==> src/rtl/instruction_fetch_unit.sv <==
// RV32I fetch stage: owns the PC, issues in-order imem requests, buffers responses and drains stale ones after a redirect.
// Optional build macro FETCH_MISALIGN_TRAP_EN: misaligned redirect targets raise a sticky fetch_misaligned trap.
module instruction_fetch_unit #(
  parameter logic [31:0] RESET_PC  = 32'h0000_0000,
  parameter int unsigned BUF_DEPTH = 2
) (
  input  logic        clk,
  input  logic        reset,
  input  logic        stall,
  input  logic        redirect_valid,
  input  logic [31:0] redirect_pc,
  output logic        imem_req_valid,
  output logic [31:0] imem_req_addr,
  input  logic        imem_req_ready,
  input  logic        imem_resp_valid,
  input  logic [31:0] imem_resp_data,
  output logic [96:0] if_packet,
`ifdef FETCH_MISALIGN_TRAP_EN
  output logic        fetch_misaligned,
`endif
  output logic        if_valid
);

  localparam int unsigned PTR_W = $clog2(BUF_DEPTH);
  localparam int unsigned CNT_W = $clog2(BUF_DEPTH + 1);
  localparam logic [CNT_W:0] CAP = (CNT_W + 1)'(BUF_DEPTH);

  typedef enum logic {RUN, DRAIN} state_e;

  state_e           state_q, state_d;
  logic [31:0]      pc_q, pc_d;
  logic             epoch_q, epoch_d;
  logic             trap_q, trap_d;
  logic [CNT_W-1:0] outstanding_q, outstanding_d;
  logic [CNT_W-1:0] drop_cnt_q, drop_cnt_d;
  logic [CNT_W-1:0] occ_q, occ_d;
  logic [PTR_W-1:0] rd_ptr_q, rd_ptr_d;
  logic [PTR_W-1:0] wr_ptr_q, wr_ptr_d;
  logic [PTR_W-1:0] tag_rd_q, tag_rd_d;
  logic [PTR_W-1:0] tag_wr_q, tag_wr_d;

  logic [31:0] tag_mem       [BUF_DEPTH];
  logic [31:0] buf_pc_mem    [BUF_DEPTH];
  logic [31:0] buf_instr_mem [BUF_DEPTH];
  logic        buf_epoch_mem [BUF_DEPTH];

  logic [31:0]  target_pc;
  logic         target_misaligned;
  logic         pop, push, accept, resp_take, resp_drop;
  logic [CNT_W:0] in_use;

`ifdef FETCH_MISALIGN_TRAP_EN
  assign target_pc         = redirect_pc;
  assign target_misaligned = |redirect_pc[1:0];
  assign fetch_misaligned  = trap_q;
`else
  logic unused_redirect_lsbs;
  assign target_pc            = {redirect_pc[31:2], 2'b00};
  assign target_misaligned    = 1'b0;
  assign unused_redirect_lsbs = ^redirect_pc[1:0];
`endif

  // Handshakes and outputs. A slot freed by this cycle's pop is reusable at once,
  // which is what sustains one fetch per cycle with a two-entry budget.
  always_comb begin
    if_valid       = !reset && (occ_q != '0) && !trap_q;
    pop            = if_valid && !stall && !redirect_valid;
    in_use         = (CNT_W + 1)'(outstanding_q) + (CNT_W + 1)'(occ_q) - (CNT_W + 1)'(pop);
    imem_req_valid = !reset && !redirect_valid && !trap_q && (in_use < CAP);
    imem_req_addr  = pc_q;
    accept         = imem_req_valid && imem_req_ready;
    resp_take      = imem_resp_valid && (outstanding_q != '0);
    resp_drop      = resp_take && (state_q == DRAIN);
    push           = resp_take && !resp_drop && !redirect_valid;
    if_packet      = '0;
    if (if_valid) begin
      if_packet = {buf_pc_mem[rd_ptr_q], buf_pc_mem[rd_ptr_q] + 32'd4,
                   buf_instr_mem[rd_ptr_q], buf_epoch_mem[rd_ptr_q]};
    end
  end

  // NOTE: every signal written here gets a default first, so no path can leave one unassigned and infer a latch.
  always_comb begin
    pc_d          = pc_q;
    epoch_d       = epoch_q;
    trap_d        = trap_q;
    outstanding_d = outstanding_q + CNT_W'(accept) - CNT_W'(resp_take);
    drop_cnt_d    = drop_cnt_q;
    occ_d         = occ_q + CNT_W'(push) - CNT_W'(pop);
    rd_ptr_d      = rd_ptr_q;
    wr_ptr_d      = wr_ptr_q;
    tag_rd_d      = tag_rd_q;
    tag_wr_d      = tag_wr_q;

    if (accept) begin
      pc_d     = pc_q + 32'd4;
      tag_wr_d = tag_wr_q + PTR_W'(1);
    end
    if (resp_take) tag_rd_d   = tag_rd_q + PTR_W'(1);
    if (resp_drop) drop_cnt_d = drop_cnt_q - CNT_W'(1);
    if (push)      wr_ptr_d   = wr_ptr_q + PTR_W'(1);
    if (pop)       rd_ptr_d   = rd_ptr_q + PTR_W'(1);

    // Everything still in flight after this cycle belongs to the old path.
    if (redirect_valid) begin
      pc_d       = target_pc;
      epoch_d    = ~epoch_q;
      trap_d     = target_misaligned;
      drop_cnt_d = outstanding_d;
      occ_d      = '0;
      rd_ptr_d   = '0;
      wr_ptr_d   = '0;
    end

    state_d = (drop_cnt_d != '0) ? DRAIN : RUN;
  end

  // NOTE: state registers use non-blocking assignments so every flop samples pre-edge values.
  always_ff @(posedge clk) begin
    if (reset) begin
      state_q       <= RUN;
      pc_q          <= RESET_PC;
      epoch_q       <= 1'b0;
      trap_q        <= 1'b0;
      outstanding_q <= '0;
      drop_cnt_q    <= '0;
      occ_q         <= '0;
      rd_ptr_q      <= '0;
      wr_ptr_q      <= '0;
      tag_rd_q      <= '0;
      tag_wr_q      <= '0;
    end else begin
      state_q       <= state_d;
      pc_q          <= pc_d;
      epoch_q       <= epoch_d;
      trap_q        <= trap_d;
      outstanding_q <= outstanding_d;
      drop_cnt_q    <= drop_cnt_d;
      occ_q         <= occ_d;
      rd_ptr_q      <= rd_ptr_d;
      wr_ptr_q      <= wr_ptr_d;
      tag_rd_q      <= tag_rd_d;
      tag_wr_q      <= tag_wr_d;
    end
  end

  // NOTE: storage arrays carry no reset; the occupancy counters and pointers decide what is valid.
  always_ff @(posedge clk) begin
    if (accept) tag_mem[tag_wr_q] <= pc_q;
    if (push) begin
      buf_pc_mem[wr_ptr_q]    <= tag_mem[tag_rd_q];
      buf_instr_mem[wr_ptr_q] <= imem_resp_data;
      buf_epoch_mem[wr_ptr_q] <= epoch_q;
    end
  end

endmodule
==> config.mk <==
export PLATFORM = sky130hd
export DESIGN_NAME = instruction_fetch_unit
export DESIGN_NICKNAME = d
export VERILOG_FILES = /design/src/rtl/instruction_fetch_unit.sv
export SDC_FILE = /design/constraint.sdc
export NUM_CORES = 1
export LEC_CHECK = 0
export CAP_MARGIN = 30
export CORE_UTILIZATION = 30
export DETAILED_ROUTE_END_ITERATION = 6
export PLACE_DENSITY_LB_ADDON = 0.12
export SYNTH_ARGS = -nofsm -noshare
export SYNTH_HDL_FRONTEND = slang
export SYNTH_SLANG_ARGS = --single-unit
==> constraint.sdc <==
create_clock -name clk -period 5.3 [get_ports clk]
set_clock_uncertainty 0.2 [all_clocks]
set_input_delay 0.795 -clock clk [delete_from_list [all_inputs] [get_ports clk]]
set_output_delay 0.795 -clock clk [all_outputs]
set_load 0.02 [all_outputs]
# Yosys cells after proc, flatten, opt, wreduce, memory -nomap -nowiden
# Memories as Yosys holds them, arrays and structs flattened. A register that Yosys moved wholly into a read port is not among the register bits.
# Cells that the tools add are included.
# W data, S select, Z words.
[word_totals]
ff_bits = 44
ramBits = 194
in_bits = 70
out_inout_bits = 131
wordCells = 67
n_memories = 4
[mem_list]
columns = ["name", "depth", "word_bits", "rd", "rd_clocked_by_memory_dff", "wr", "line", "source"]
rows = [
  ["buf_instr_mem", 2, 32, 1, 1, 1, "44", "logic [31:0] buf_instr_mem [BUF_DEPTH];"],
  ["buf_pc_mem", 2, 32, 1, 1, 1, "43", "logic [31:0] buf_pc_mem [BUF_DEPTH];"],
  ["tag_mem", 2, 32, 1, 1, 1, "42", "logic [31:0] tag_mem [BUF_DEPTH];"],
  ["buf_epoch_mem", 2, 1, 1, 1, 1, "45", "logic buf_epoch_mem [BUF_DEPTH];"],
]
[classes]
n_addsub = 13
n_lt_le_gt_ge = 1
muxes = 18
bitwise_logic = 1
n_reduce_logical = 19
[op_table]
columns = ["op", "n"]
rows = [
  ["$mux W97", 1],
  ["$add A32 B3 Y32 const B", 2],
  ["$mux W32", 2],
  ["$mux W1", 13],
  ["$logic_and A1 B1 Y1", 10],
  ["$reduce_bool A2 Y1", 4],
  ["$add A1 B1 Y1 const B", 4],
  ["$add A2 B1 Y2", 2],
  ["$logic_not A1 Y1", 4],
  ["$mux W2", 2],
  ["$sub A2 B1 Y2", 2],
  ["$add A2 B2 Y3", 1],
  ["$lt A3 B2 Y1 const B", 1],
  ["$sub A3 B1 Y3", 1],
  ["$reduce_or A2 Y1", 1],
  ["$sub A2 B1 Y2 const B", 1],
  ["$not A1 Y1", 1],
]

# Depth between registers and ports, before layout
[depth]
ltp_word = 13
ltp_mapped = 19

# Worst setup path before layout
# Ideal clock, no wire load.
[synth_path]
path_kind = "input to register"
from = "input redirect_valid"
to = "memory tag_mem[0][10] (enable)"
arrival_ns = 4.415
required_time_ns = 4.683
path_slack_ns = 0.267
stages = 12
path_buffers = 3
cell_sequence = "buf_2 inv_1 clkbuf_1 nand2_1 nor4_1 o21ai_0 fa_1 nand4bb_4 nor2_2 inv_2 clkbuf_1 nor2_1"
[synth_via]
elab_chain_cells = 8
word_cells_on_any_way = 9
cone_classes = "add/sub: 1; order compare: 1; mux: 2; reduce/logical: 5"
[synth_lines]
columns = ["item", "line", "source"]
rows = [
  ["start: declaration", "10", "input logic redirect_valid,"],
  ["$logic_not A1 Y1 (*)", "67, 69", ""],
  ["$logic_and A1 B1 Y1", "67", "pop = if_valid && !stall && !redirect_valid;"],
  ["$sub A3 B1 Y3", "68", "in_use = (CNT_W + 1)'(outstanding_q) + (CNT_W + 1)'(occ_q) - (CNT_W + 1)'(pop);"],
  ["$lt A3 B2 Y1", "69", "imem_req_valid = !reset && !redirect_valid && !trap_q && (in_use < CAP);"],
  ["$logic_and A1 B1 Y1 (*)", "69", ""],
  ["$logic_and A1 B1 Y1 (*)", "71", "accept = imem_req_valid && imem_req_ready;"],
  ["$mux W1 (*)", "149", "if (accept) tag_mem[tag_wr_q] <= pc_q;"],
  ["$mux W1 (not written as such) (*)", "149", ""],
  ["end: declaration", "42", ""],
]
# Mark *: on every way between the ends. The rest lies on a longest branch, timed or not.

==> impl_metrics.yaml <==
logic_synthesis:
  yosysMostFrequentCell: "edfxtp_1"
  ys.flop_type: "edfxtp_1"
  synthCells: 823
  yosysWarnings: 0
  netlist_top_cells_count: "edfxtp_1, nor2_1, mux2i_1"
  ys_seq_area_frac: 0.6178
  synth_seq_cells: 230
  syn_avg_cell_area_um2: 12.72
  synth_area_leaders: "edfxtp_1, dfxtp_1, mux2i_1"
  synth_largest_area_cell: "edfxtp_1"
  synth_top_area_frac: 0.5337
  syn_area_um2: 10470
  synth.distinct_cells: 73
  synth_edf_count: 186
  async_flop_share: 0
clocking:
  clkLatencyLatePin_ps: 530
  cts_buffer_depth: 3
  cts_max_level: 1
  path_clk_slew_ps: 60
  cts_hold_buf: 0
  tritoncts: "yes"
  cts.sinks: 230
  cts_root_buffer: "clkbuf_16"
  post_cts_buffers: 0
  cts-resized-gates: 0
  cts_buffers: 27
floorplanning:
  ios: 201
  dieWidth_um: 188.8
  start_util: 0.3037
  die_h_um: 188.8
  std_cell_rows: 68
  dieArea_um2: 35640
  core-area_um2: 34460
min_path:
  hold_class: "reg2reg"
global_route:
  grt_first_pass_wirelength_um: 40270
  antenna_found_initial: 0
  grt_usage: 0.1434
  grt_max_degree: 64
  overflow: 0
  grt_pass1_vias: 6827
final_layout:
  fin_util: 0.3988
  nFillCells: 3331
  area_delta_synth_final_pct: 31.31
  drive_gt1_frac: 0.1150
  finalNetCount: 1091
  n_antenna_cell: 0
timing:
  fin_crit_ps: 4902
  drv_slew: 0
  worst_slack_ps: 397.8
  fmax_mhz: 204.0
  worst_slew_pin_slew_ps: 909.8
  finalCritPeriodShare: 0.9249
  setup_tns_ps: 0
  report.final.hold_viol_count: 0
  setup_violations: 0
  rsz0062_at_grt: "false"
  relSlewSlack: 0.3935
routing:
  post_drt_wl_per_cell_um: 17.55
  via_per_inst: 4.807
  dr_total_vias: 7162
  dr.pass1.iters: 4
  drt_iter0_drc: 363
  drt-total-wl_um: 26140
  drc_errors: 0
  drtAntennaViolNets: 0
placed_design:
  gp_congestion: 0.7501
  dpl.hpwl_um: 17680
  dp_slack_ps: 419.5
  port_buffers: 192
setup_path:
  crit_type: "reg2out"
  worst_ep_arrival_time_ps: 3910
  endpoint_kind: "primary output"
  crit_path_max_fanout: 44
  timing.critical_path.from_type: "flop"
  cp.required_ps: 4300
power:
  p_per_area_nw_per_um2: 330.6
  finalPower_uw: 4544
  max-vdd-ir-drop_mv: 0.2166
  leakage_uw: 0.004353
run_status:
  run_status: "finished, final reports clean"
flow_run:
  drv_cap: 0
worst max-delay path: stages, from the launching register on:
cell	delay (ps)
dfxtp_4	600
buf_4	570
nand3_1	220
a21oi_1	230
nand4_2	380
a211oi_1	400
mux2_1	400
clkdlybuf4s50_1	550
per-layer routing:
| metal | routed length, µm | part of all wire | up-vias | track usage |
|---|---|---|---|---|
| met3 | 1424 | 0.054 | 32 | 0.02459 |
| met2 | 10640 | 0.41 | 243 | 0.2052 |
| met5 | 0 | 0 | - | 0 |
| met1 | 13630 | 0.52 | 3396 | 0.2212 |
| met4 | 451 | 0.017 | 0 | 0.03474 |
| li1 | - | - | 3491 | - |
cells in the final DEF, fill, tap and decap left out, types with 20 or more instances in the layout:
cell type / count
edfxtp_1: 186
nand3_1: 22
a21oi_1: 21
mux2i_1: 61
a31oi_1: 20
nand2_1: 52
clkdlybuf4s50_1: 192
mux2_2: 37
nor2_1: 103
dfxtp_1: 43
clkbuf_16: 27
per-stage QoR:
stage	hold slack [ps]	std cells	cell area, µm²
floorplan	246.5	828	10490
global placement	296.1	1440	12860
detailed placement	310.7	1440	12860
CTS	320.9	1490	13740
global route	354.1	1490	13740
finish	317.2	1490	13740
final cells by class:
class | instances | area, µm² | share of cell area
Clock buffer | 33 | 708.2 | 0.05153
Clock inverter | 17 | 176.4 | 0.01284
Inverter | 11 | 41.29 | 0.003004
Multi-Input combinational cell | 539 | 3746 | 0.2726
Sequential cell | 230 | 6470 | 0.4708
Tap cell | 455 | 569.3 | 0.04142
Timing Repair Buffer | 205 | 2032 | 0.1479
report_power, final:
group / internal, µW / switching (µW) / leakage (µW)
Combinational: 254 / 314 / 0.00187
Clock: 1100 / 725 / 0.000430
Sequential: 2090 / 64.7 / 0.00205
state kept, by name (all words and copies together) (netlist names), 2 cells and up, named ones only:
name,flops
outstanding_q,2
buf_instr_mem,64
tag_mem,60
buf_pc_mem,60
drop_cnt_q,2
buf_epoch_mem,2
occ_q,2
imem_req_addr,30
path summary, 6_finish.rpt:
check                              from                    end  slack, ps  depth (start not counted)
setup / recovery                   flop          if_packet[53]        400                          7
hold / removal    rd_ptr_q$_SDFFE_PP0P_  rd_ptr_q$_SDFFE_PP0P_        320                          2
setup reg to reg    occ_q[1]$_SDFF_PP0_     state_q$_SDFF_PP0_       1600                         16
hold reg to reg   rd_ptr_q$_SDFFE_PP0P_  rd_ptr_q$_SDFFE_PP0P_        320                          2
logic make-up after synthesis:
family          after synthesis  synth area share
simple gates                277            0.1380
flops                       230            0.6178
compound gates              120           0.08069
mux                         103            0.1035
buf+inv                      59           0.02881
xor+xnor                     26           0.02176
fa+ha+maj                     7          0.009085
other cells                   1         0.0003583
Power figures use the tool's default switching activity.
